**src/rtl/alu_ctrl_encoder.sv**
```systemverilog
`default_nettype none
// +--------------------------------------------------------------------------+
// | Module   : alu_ctrl_encoder                                              |
// | Brief    : ID-stage MIPS decode to ALU control code, registered into     |
// |            ID/EX with stall/flush, valid, illegal flag and counter.      |
// | Revision : 1.0                                                           |
// +--------------------------------------------------------------------------+
module alu_ctrl_encoder #(
  parameter int ILL_CNT_W    = 8,
  parameter bit VAR_SHIFT_EN = 1'b1
) (
  input  logic                 clk,
  input  logic                 reset_n,
  input  logic [31:0]          id_instr,
  input  logic                 id_valid,
  input  logic                 stall,
  input  logic                 flush,
  output logic [3:0]           ex_alu_ctrl,
  output logic                 ex_src_b_imm,
  output logic                 ex_imm_sext,
  output logic [1:0]           ex_shamt_sel,
  output logic [4:0]           ex_shamt,
  output logic                 ex_valid,
  output logic                 ex_illegal,
  output logic [ILL_CNT_W-1:0] ill_count
);

  localparam logic [3:0] c_alu_add  = 4'b0000;
  localparam logic [3:0] c_alu_sub  = 4'b0001;
  localparam logic [3:0] c_alu_and  = 4'b0010;
  localparam logic [3:0] c_alu_or   = 4'b0011;
  localparam logic [3:0] c_alu_xor  = 4'b0100;
  localparam logic [3:0] c_alu_nor  = 4'b0101;
  localparam logic [3:0] c_alu_sll  = 4'b0110;
  localparam logic [3:0] c_alu_srl  = 4'b0111;
  localparam logic [3:0] c_alu_sra  = 4'b1000;
  localparam logic [3:0] c_alu_sltu = 4'b1001;
  localparam logic [3:0] c_alu_slt  = 4'b1010;

  localparam logic [1:0] c_sel_field = 2'b00;
  localparam logic [1:0] c_sel_rs    = 2'b01;
  localparam logic [1:0] c_sel_16    = 2'b10;

  logic [5:0] w_opcode;
  logic [5:0] w_funct;
  logic [3:0] w_ctrl;
  logic       w_src_b_imm;
  logic       w_imm_sext;
  logic [1:0] w_shamt_sel;
  logic [4:0] w_shamt;
  logic       w_illegal;
  logic       w_unused_bits;

  logic [3:0]           r_alu_ctrl;
  logic                 r_src_b_imm;
  logic                 r_imm_sext;
  logic [1:0]           r_shamt_sel;
  logic [4:0]           r_shamt;
  logic                 r_valid;
  logic                 r_illegal;
  logic [ILL_CNT_W-1:0] r_ill_count;

  assign w_opcode      = id_instr[31:26];
  assign w_funct       = id_instr[5:0];
  assign w_unused_bits = ^id_instr[25:11];

  // Unrecognised encodings fall through with every field still at its zero default.
  always_comb begin
    w_ctrl      = c_alu_add;
    w_src_b_imm = 1'b0;
    w_imm_sext  = 1'b0;
    w_shamt_sel = c_sel_field;
    w_illegal   = 1'b0;
    case (w_opcode)
      6'b000000: begin
        case (w_funct)
          6'b100000, 6'b100001,
          6'b001000, 6'b001001: w_ctrl = c_alu_add;
          6'b100010, 6'b100011: w_ctrl = c_alu_sub;
          6'b100100:            w_ctrl = c_alu_and;
          6'b100101:            w_ctrl = c_alu_or;
          6'b100110:            w_ctrl = c_alu_xor;
          6'b100111:            w_ctrl = c_alu_nor;
          6'b000000:            w_ctrl = c_alu_sll;
          6'b000010:            w_ctrl = c_alu_srl;
          6'b000011:            w_ctrl = c_alu_sra;
          6'b101010:            w_ctrl = c_alu_slt;
          6'b101011:            w_ctrl = c_alu_sltu;
          6'b000100, 6'b000110, 6'b000111: begin
            if (VAR_SHIFT_EN) begin
              w_shamt_sel = c_sel_rs;
              case (w_funct[1:0])
                2'b00:   w_ctrl = c_alu_sll;
                2'b10:   w_ctrl = c_alu_srl;
                default: w_ctrl = c_alu_sra;
              endcase
            end else begin
              w_illegal = 1'b1;
            end
          end
          default: w_illegal = 1'b1;
        endcase
      end
      6'b001000, 6'b001001, 6'b100011, 6'b101011: begin
        w_src_b_imm = 1'b1;
        w_imm_sext  = 1'b1;
      end
      6'b001010: begin
        w_ctrl      = c_alu_slt;
        w_src_b_imm = 1'b1;
        w_imm_sext  = 1'b1;
      end
      6'b001011: begin
        w_ctrl      = c_alu_sltu;
        w_src_b_imm = 1'b1;
        w_imm_sext  = 1'b1;
      end
      6'b001100: begin
        w_ctrl      = c_alu_and;
        w_src_b_imm = 1'b1;
      end
      6'b001101: begin
        w_ctrl      = c_alu_or;
        w_src_b_imm = 1'b1;
      end
      6'b001110: begin
        w_ctrl      = c_alu_xor;
        w_src_b_imm = 1'b1;
      end
      6'b001111: begin
        w_ctrl      = c_alu_sll;
        w_src_b_imm = 1'b1;
        w_shamt_sel = c_sel_16;
      end
      6'b000100, 6'b000101: w_ctrl = c_alu_sub;
      6'b000010, 6'b000011: w_ctrl = c_alu_add;
      default:              w_illegal = 1'b1;
    endcase
  end

  assign w_shamt = w_illegal ? 5'd0 : id_instr[10:6];

  always_ff @(posedge clk) begin
    if (!reset_n) begin
      r_alu_ctrl  <= 4'd0;
      r_src_b_imm <= 1'b0;
      r_imm_sext  <= 1'b0;
      r_shamt_sel <= 2'd0;
      r_shamt     <= 5'd0;
      r_valid     <= 1'b0;
      r_illegal   <= 1'b0;
      r_ill_count <= '0;
    end else if (flush) begin
      r_alu_ctrl  <= 4'd0;
      r_src_b_imm <= 1'b0;
      r_imm_sext  <= 1'b0;
      r_shamt_sel <= 2'd0;
      r_shamt     <= 5'd0;
      r_valid     <= 1'b0;
      r_illegal   <= 1'b0;
    end else if (!stall) begin
      r_alu_ctrl  <= w_ctrl;
      r_src_b_imm <= w_src_b_imm;
      r_imm_sext  <= w_imm_sext;
      r_shamt_sel <= w_shamt_sel;
      r_shamt     <= w_shamt;
      r_valid     <= id_valid;
      r_illegal   <= w_illegal & id_valid;
      // Saturate rather than wrap so a burst of junk never reads back as small.
      if (id_valid && w_illegal && (r_ill_count != '1)) begin
        r_ill_count <= r_ill_count + ILL_CNT_W'(1);
      end
    end
  end

  assign ex_alu_ctrl  = r_alu_ctrl;
  assign ex_src_b_imm = r_src_b_imm;
  assign ex_imm_sext  = r_imm_sext;
  assign ex_shamt_sel = r_shamt_sel;
  assign ex_shamt     = r_shamt;
  assign ex_valid     = r_valid;
  assign ex_illegal   = r_illegal;
  assign ill_count    = r_ill_count;

endmodule
`default_nettype wire

```
**config.mk**
```make
export PLATFORM = sky130hd
export DESIGN_NAME = alu_ctrl_encoder
export DESIGN_NICKNAME = d
export VERILOG_FILES = /design/src/rtl/alu_ctrl_encoder.sv
export SDC_FILE = /design/constraint.sdc
export NUM_CORES = 1
export LEC_CHECK = 0
export BUFFER_PORTS_ARGS = -buffer_cell sky130_fd_sc_hd__clkbuf_2
export CAP_MARGIN = 40
export CORE_ASPECT_RATIO = 1.25
export CORE_MARGIN = 2
export CORE_UTILIZATION = 45
export DETAILED_ROUTE_END_ITERATION = 12
export MAX_ROUTING_LAYER = met4
export PLACE_DENSITY = 0.84
export SYNTH_ARGS = -nofsm -noshare
export SYNTH_HDL_FRONTEND = slang
export SYNTH_SLANG_ARGS = --single-unit
```
**constraint.sdc**
```tcl
create_clock -name clk -period 2.21 [get_ports clk]
set_clock_uncertainty 0.15 [all_clocks]
set_input_delay 0.1105 -clock clk [delete_from_list [all_inputs] [get_ports clk]]
set_output_delay 0.1105 -clock clk [all_outputs]
set_load 0.05 [all_outputs]
```
==> results.toml, run 1 <==
[yosys]
synth_flop_cell = "dfxtp_1"
synth_nets = 206
syn_inst = 168
yosysUniqueCellTypes = 52
synth_edf_count = 0
synth-seq-cells = 23
syn_area_um2 = 1370
yosys.area.top_type = "dfxtp_1"
yosys_warnings = 0
ys_seq_area_share_pct = 33.6
ys_async_sr_fraction_pct = 0
avgSynthCellArea_um2 = 8.16
synth_top_area_share_pct = 33.6
synth_area_leaders = "dfxtp_1 (34%), nor2_1 (6.6%), a21oi_1 (5.8%)"

[power_and_ir_drop]
p_per_area_nw_per_um2 = 460
finalPower_uw = 776
peakVddDrop_v = 0.000426
leakage_uw = 0.000671

[final_layout]
finish.utilization_pct = 57.8
antenna_cells = 0
nFillCells = 302
final_cell_area_um2 = 1690
nets = 255
areaGrowthSynthToFinish_pct = 23.0
drive_gt1_share_pct = 28.7

[cts]
insertion_delay_ns = 0.32
cts_tree = "built"
clk_pin_slew_worst_paths_ns = 0.13
cts_setup_buffers = 0
htreeDepth = 1
numCtsBuffers = 3
clock_sinks = 23
root_buffer = "clkbuf_4"
clock_path_buffers = 2

[timing]
final-max-slew-violation-count = 0
finalSetupViolations = 0
tns_ns = 0
period_needed_ns = 2.07
rsz0062_at_grt = "false"
max_freq_mhz = 483
slew_headroom_pct = 60.5
tightest_slew_ns = 0.593
hold_slack_ns = 0.00989
hold_viol = 0
period_share_pct = 93.7

[grt]
grt_usage_pct = 20.4
grt_overflow = 0
grt_max_degree = 21
antenna_found_initial = 0
grt_pass1_vias = 1261
grt_pass1_wl_um = 5250

[setup_path]
slowest_delay_ns = 0.54
path_cells = "dlygate4sd3_1, clkbuf_2, nor2_1, and3_2, and3_4, a22oi_4, or4b_1, a21oi_1"
cp_slowest_cell = "dlygate4sd3_1"
crit_type = "in -> reg"
critical_path.max_fanout = 16
rrSetupSlack_ns = 0.16
cp-start-kind = "input pin"
required_ns = 2.32
worstPathArrival_ns = 2.18
critPathCaptureType = "register"

[floorplan]
die_area_um2 = 3500
core-area_um2 = 2920
die-height_um = 65.7
initial_core_util_pct = 47.0
die_w_um = 53.4
io_pins = 60
placementRows = 22

[run]
drv_cap = 0

[status]
status = "completed"

[place]
gp_congestion = 0.832
postPlaceCellArea_um2 = 1590
portBuffers = 44
hpwl_um = 2290

[route]
initialDrtViolationCount = 41
routed_wl_um = 3160
first_pass_iters = 4
vias = 1401
drt-wirelength-per-cell_um = 12.5
ant_nets = 0
drcViolationCount = 0
viasPerCell = 5.56

[hold_path]
hold_class = "in -> reg"
==> routing by layer <==
layer	track usage (%)	up-vias	part of all wire (%)
li1	-	715	-
met1	22.1	642	42
met2	35.0	37	51
met3	4.32	7	4.7
met4	8.65	0	2.5
met5	-	-	0
==> layout by cell type (no fill, tap or decap), types with 3 or more instances in the layout <==
cell           instances
clkbuf_2              44
nor2_1                24
dfxtp_1               23
a21oi_1               16
nand2_1               11
o21ai_0                7
dlygate4sd3_1          7
nor2b_1                6
a22oi_1                6
nand2b_1               5
nand3_1                5
nor3_1                 5
inv_1                  4
or3_1                  4
a31oi_1                3
a2bb2oi_1              3
clkbuf_4               3
==> cells in the mapped netlist (all sizes together) (2+ instances only) <==
| cell | n |
|---|---|
| a21o | 2 |
| a21oi | 16 |
| a22oi | 7 |
| a2bb2oi | 3 |
| a31oi | 3 |
| and2 | 2 |
| and3 | 2 |
| buf | 6 |
| clkbuf | 2 |
| dfxtp | 23 |
| inv | 4 |
| nand2 | 11 |
| nand2b | 5 |
| nand3 | 5 |
| nor2 | 25 |
| nor2b | 6 |
| nor3 | 5 |
| nor3b | 2 |
| o21ai | 9 |
| o21bai | 2 |
| o41ai | 2 |
| or3 | 4 |
| or4b | 3 |
==> worst max-delay path: cells and delay by family <==
kind / cells / cell delay (ns)
simple gates: 4 / 1.10
buf+inv: 2 / 0.71
compound gates: 2 / 0.26
==> path summary, 6_finish.rpt <==
path                          startpoint                      endpoint  cells after the start
max                         id_instr[29]     ill_count[7]$_SDFFE_PN0P_                      8
min                          id_instr[4]  ex_shamt_sel[0]$_SDFFE_PP0N_                      4
max reg2reg    ill_count[0]$_SDFFE_PN0P_     ill_count[7]$_SDFFE_PN0P_                      7
min reg2reg  ex_alu_ctrl[0]$_SDFFE_PP0N_   ex_alu_ctrl[0]$_SDFFE_PP0N_                      2
==> cell type report <==
type / count / area (um^2) / area share (%)
Tap cell: 36 / 45.0 / 2.67
Timing Repair Buffer: 52 / 298 / 17.7
Sequential cell: 23 / 460 / 27.3
Clock buffer: 3 / 22.5 / 1.34
Multi-Input combinational cell: 133 / 840 / 49.8
Clock inverter: 1 / 5.00 / 0.297
Inverter: 4 / 15.0 / 0.891
==> timing repair <==
action                    4_1_cts  5_1_grt
hold buffers                    7        0
gates resized for setup         0        0
hold endpoints to repair        7        0
==> cells by family (layout without fill, tap and decap cells) <==
| logic type | after synthesis | count (layout) | synth area share [%] |
|---|---|---|---|
| DFF | 23 | 23 | 33.6 |
| buffers and inverters | 12 | 60 | 5.11 |
| xor gates and xnor gates | 1 | 1 | 0.639 |
| muxes | 1 | 1 | 0.731 |
| and+or+nand+nor | 77 | 77 | 30.5 |
| adders and majority gates | 1 | 1 | 0.913 |
| AOI/OAI and AO/OA | 53 | 53 | 28.5 |
==> metrics by stage <==
step	instances	setup WS (ns)
floorplan	168	0.0394
global placement	241	0.286
detailed placement	241	0.276
CTS	252	0.148
global route	252	0.0629
finish	252	0.139
==> sequential cells by signal (all words and copies together), names as in the netlist <==
register      count
ill_count         8
ex_imm_sext       1
ex_valid          1
ex_src_b_imm      1
ex_shamt_sel      2
ex_illegal        1
ex_shamt          5
ex_alu_ctrl       4
==> power by group <==
| part | switching, uW | internal, uW |
|---|---|---|
| clock | 129 | 67.9 |
| combinational | 95.5 | 60.5 |
| sequential | 3.12 | 419 |
| total | 228 | 548 |
Power figures use the tool's default switching activity.
==> inputs of run 2 (changes only) <==
ABC_AREA = 1   (was default)
PLACE_DENSITY = 0.78   (was 0.84)
==> run 2 against run 1 <==
Effect of this change:
- design area up 3.0%
- sequential cell count unchanged
- clock-buffer cell count is 1 higher
- global-route usage is 1.2 points lower
- routed wire length shrank 3.2%
- via count grew 2.9%
- synthesized cell count increased by 14%
- die area increased by 1.5%
- critical path type is now reg -> reg
- critical endpoint is now ill_count[6]$_SDFFE_PN0P_
==> results.toml, run 2 <==
[final_layout]
largest_reg_flops = 8
nets = 283
drive_gt1_share_pct = 29.9
antenna_cells = 0
nFillCells = 297
final_common_cell = "clkbuf_2"
final_cell_mix = "clkbuf_2 (44), nand2_1 (39), nand3_1 (23), dfxtp_1 (23), a21oi_1 (16)"
areaGrowthSynthToFinish_pct = 24.7

[floorplan]
initial_core_util_pct = 47.2
die-height_um = 66.2
placementRows = 22
core-area_um2 = 2950
die_w_um = 53.7
die_area_um2 = 3560
io_pins = 60

[hold_path]
whs_path_depth = 4
hold_class = "in -> reg"

[place]
portBuffers = 44
gp_congestion = 0.814
hpwl_um = 2300
dp_slack_ns = 0.404

[timing]
period_share_pct = 82.5
max_freq_mhz = 548
finalSetupViolations = 0
tightest_slew_ns = 0.458
slew_headroom_pct = 69.3
hold_slack_ns = 0.0239
setup_ws_ns = 0.386
tns_ns = 0
hold_viol = 0
rsz0062_at_grt = "false"
period_needed_ns = 1.82
final-max-slew-violation-count = 0

[yosys]
ys_async_sr_fraction_pct = 0
synth-adder-area-share_pct = 0.899
yosys.area.top_type = "dfxtp_1"
yosys.area_share.simple_pct = 37.9
synth.top_cells.by_count = "nand2_1 (39), dfxtp_1 (23), nand3_1 (23)"
synth_edf_count = 0
synth_top_area_share_pct = 33.1
ys_seq_area_share_pct = 33.1
synth_area_leaders = "dfxtp_1 (33%), nand2_1 (11%), nand3_1 (8.3%)"
syn_inst = 192
syn_area_um2 = 1390
synth_most_common_cell = "nand2_1"
synth_flop_cell = "dfxtp_1"
synth_top_family_by_area = "simple AND/OR/NAND/NOR gates"
synth-seq-cells = 23
yosysUniqueCellTypes = 32
synth_compound_area_share_pct = 16.5
yosys_warnings = 0
synthXorXnorAreaFrac_pct = 3.78
synthMuxAreaShare_pct = 0
synth_nets = 230
avgSynthCellArea_um2 = 7.25

[cts]
root_buffer = "clkbuf_4"
clock_path_buffers = 2
cts_tree = "built"
insertion_delay_ns = 0.30
clock_sinks = 23
numCtsBuffers = 3
htreeDepth = 1
clk_pin_slew_worst_paths_ns = 0.12

[power_and_ir_drop]
p_per_area_nw_per_um2 = 445
peakVddDrop_v = 0.000470
leakage_uw = 0.000771
finalPower_uw = 772

[route]
drcViolationCount = 0
first_pass_iters = 4
initialDrtViolationCount = 55
drt-wirelength-per-cell_um = 10.9
ant_nets = 0
viasPerCell = 5.15
routed_wl_um = 3060
vias = 1442

[grt]
grt_usage_pct = 19.2
grt_pass1_vias = 1239
antenna_found_initial = 0
grt_overflow = 0
grt_max_degree = 18
grt_pass1_wl_um = 5150

[status]
status = "completed"

[setup_path]
worstPathArrival_ns = 1.88
critPathCaptureType = "register"
critical_path.max_fanout = 9
required_ns = 2.26
reg2reg_depth = 7
cp-start-kind = "register"
crit_type = "reg -> reg"

[run]
drv_cap = 0
run 2: cell types whose count changed after synthesis, moves of 6 or more:
cell,delta
nor2b_1,-6
inv_1,+11
nand3_2,+8
nand4_1,+8
nor2_1,-12
nand3_1,+18
nand2_1,+28
run 2: worst max-delay path: stages, from the launching register on:
cell     delay [ns]
dfxtp_1        0.36
ha_1           0.26
nand3_1        0.09
nor2_1         0.07
a31oi_2        0.36
nand3_2        0.25
nand2_1        0.12
a21oi_1        0.06
run 2: final timing paths:
path | from | end | slack [ns]
min reg2reg | ex_alu_ctrl[3]$_SDFFE_PP0N_ | ex_alu_ctrl[3]$_SDFFE_PP0N_ | 0.33
max | ill_count[0]$_SDFFE_PN0P_ | ill_count[6]$_SDFFE_PN0P_ | 0.39
max reg2reg | ill_count[0]$_SDFFE_PN0P_ | ill_count[6]$_SDFFE_PN0P_ | 0.39
min | id_instr[27] | ex_shamt_sel[0]$_SDFFE_PP0N_ | 0.02
run 2: power breakdown:
part	switching, uW	total (uW)	internal [uW]
combinational	106	157	51.4
sequential	3.98	425	421
clock	120	191	70.4
total	230	772	542
run 2: repair_timing:
action | in CTS | in global routing
endpoints found under the hold margin | 16 | 0
buffers inserted | 0 | 0
hold buffers | 8 | 0
gates resized for setup | 0 | 0
run 2: metrics by stage:
stage	cells	utilization, %	area (um^2)
2_1_floorplan	192	-	1390
3_3_place_gp	268	55.3	1630
3_5_place_dp	268	55.3	1630
4_1_cts	280	58.9	1740
5_1_grt	280	58.9	1740
6_report	280	58.9	1740
run 2: per-layer routing:
layer / GRT usage [%] / part of all wire (%) / vias to the layer above
met5: - / 0 / -
met2: 30.0 / 46 / 48
met3: 4.98 / 6.6 / 2
met1: 24.8 / 47 / 633
li1: - / - / 759
met4: 3.53 / 0.52 / 0
run 2: area by class of cell:
| type | count | area (um^2) | area share [%] |
|---|---|---|---|
| clock buffer | 4 | 26.3 | 1.51 |
| inverter | 21 | 81.3 | 4.69 |
| multi-input combinational | 144 | 822 | 47.4 |
| sequential | 23 | 460 | 26.5 |
| tap | 36 | 45.0 | 2.60 |
| timing repair buffer | 52 | 300 | 17.3 |
run 2: cells by family (layout without fill, tap and decap cells):
group / after synthesis / count (layout)
AND/OR/NAND/NOR: 100 / 100
AO/OA/AOI/OAI: 37 / 37
buffers and inverters: 25 / 77
flip-flops: 23 / 23
XOR/XNOR: 6 / 6
adder cells (fa/ha/maj): 1 / 1
==> inputs of run 3 (changes only) <==
ABC_AREA = 0   (was 1)
PLACE_DENSITY = 0.79   (was 0.78)
clock period = 1.8 ns   (was 2.21 ns; I/O delays follow)
==> run 3 against run 2 <==
Effect of this change:
- clock-buffer cell count is 1 lower
- critical path depth unchanged
- worst hold slack better by 0.0095 ns
- combinational power grew 41%
- worst setup slack lost 0.37 ns
- critical endpoint is now ill_count[7]$_SDFFE_PN0P_
==> results.toml, run 3 (same netlist as run 1, synthesis figures left out) <==
[status]
status = "completed"

[power_and_ir_drop]
p_per_area_nw_per_um2 = 522
switching_share_pct = 29.2
peakVddDrop_v = 0.000554
p_switching_uw = 284
leakage_uw = 0.000740
seq_power_share_pct = 53.1
pwr-share-clk_pct = 24.2
finalPower_uw = 973
p_int_uw = 689
p_comb_share_pct = 22.8

[grt]
grt_pass1_wl_um = 5750
grt_pass1_vias = 1319
grt_max_degree = 20
antenna_found_initial = 0
grt_usage_pct = 22.0
grt_overflow = 0

[cts]
insertion_delay_ns = 0.31
htreeDepth = 1
clk_pin_slew_worst_paths_ns = 0.12
clock_path_buffers = 2
root_buffer = "clkbuf_4"
numCtsBuffers = 3
clock_sinks = 23
cts_tree = "built"

[route]
vias = 1473
first_pass_iters = 4
drcViolationCount = 0
drt-wirelength-per-cell_um = 13.7
ant_nets = 0
routed_wl_um = 3620
initialDrtViolationCount = 24
viasPerCell = 5.56

[timing]
rsz0062_at_grt = "true"
slew_headroom_pct = 61.5
max_freq_mhz = 560
tightest_slew_ns = 0.578
period_needed_ns = 1.78
period_share_pct = 99.1
finalSetupViolations = 0
hold_slack_ns = 0.0334
hold_viol = 0
final-max-slew-violation-count = 0

[floorplan]
die_area_um2 = 3500
core-area_um2 = 2920
die-height_um = 65.7
die_w_um = 53.4
initial_core_util_pct = 47.0
placementRows = 22
io_pins = 60

[run]
drv_cap = 0

[final_layout]
seq_area_um2 = 472
antenna_cells = 0
final_cell_mix = "clkbuf_2 (43), nor2_1 (22), dfxtp_1 (18), a21oi_1 (14), buf_4 (13)"
areaGrowthSynthToFinish_pct = 36.2
fin_cells = 265
nets = 268
final_common_cell = "clkbuf_2"
multi_input_area_um2 = 913
largest_reg_flops = 8
nFillCells = 272
drive_gt1_share_pct = 38.9

[setup_path]
required_ns = 1.85
cp-start-kind = "register"
worstPathArrival_ns = 1.83
critical_path.max_fanout = 4
critPathCaptureType = "register"
crit_type = "reg -> reg"
reg2reg_depth = 7

[place]
placed_cells_incl_taps = 252
gp_congestion = 0.860
hpwl_um = 2570
portBuffers = 44

[hold_path]
whs_path_depth = 3
hold_class = "in -> reg"
run 3: changes by cell type in the layout (fill, tap and decap cells not counted), sizes merged, moves of 4 or more:
| cell | change |
|---|---|
| nand4 | -9 |
| a21oi | -5 |
| inv | -15 |
| or3 | +4 |
| nor2b | +6 |
| nand2b | +5 |
| nor2 | +9 |
| buf | +13 |
| a22oi | +7 |
| nand3 | -26 |
| nand2 | -29 |
run 3: repair_timing:
action | 4_1_cts | 5_1_grt
resized for setup | 0 | 9
hold buffers | 8 | 0
gates cloned | 0 | 1
pin swaps | 3 | 5
setup buffers | 1 | 0
setup endpoints to repair | 2 | 5
endpoints found under the hold margin | 8 | 0
run 3: final timing paths:
path                                  start                         to  slack [ns]
setup / recovery  ill_count[1]$_SDFFE_PN0P_  ill_count[7]$_SDFFE_PN0P_        0.02
hold / removal                 id_instr[28]   ex_imm_sext$_SDFFE_PP0N_        0.03
setup reg to reg  ill_count[1]$_SDFFE_PN0P_  ill_count[7]$_SDFFE_PN0P_        0.02
hold reg to reg   ill_count[5]$_SDFFE_PN0P_  ill_count[5]$_SDFFE_PN0P_        0.34
run 3: metrics by stage:
step	util, %	area [um^2]	TNS (ns)	setup slack [ns]
after detailed placement	58.2	1700	0	0.0131
after floorplan	-	1410	-0.163	-0.0841
after CTS	62.2	1810	0	0.00272
after global routing	63.9	1870	-0.147	-0.0797
after global placement	58.2	1700	0	0.0363
final	63.9	1870	0	0.0157
run 3: power by group through the flow:
stage	Clock [uW]	Sequential, uW	Combinational, uW
global route	263	517	241
floorplan	0	549	109
detailed placement	0	528	200
global placement	0	528	198
finish	235	516	222
CTS	242	517	214
run 3: routing by layer:
metal | up-vias | global-route usage (%) | routed length, um
met5 | - | - | 0
met4 | 0 | 6.73 | 64
met3 | 6 | 2.95 | 121
met2 | 32 | 38.4 | 1980
met1 | 688 | 25.5 | 1460
li1 | 747 | - | -
run 3: area by class of cell:
class,instances,area share (%)
Clock buffer,3,1.21
Clock inverter,1,0.268
Inverter,4,0.805
Multi-Input combinational cell,134,49.0
Sequential cell,23,25.3
Tap cell,36,2.41
Timing Repair Buffer,64,21.1
run 3: worst max-delay path, cell delays in order, from the launching register on:
cell and delay, ns:
dfxtp_4 0.37, ha_4 0.17, nand2_2 0.06, nor2_2 0.05, a31o_4 0.23, buf_4 0.15
o41ai_1 0.41, a21oi_2 0.09
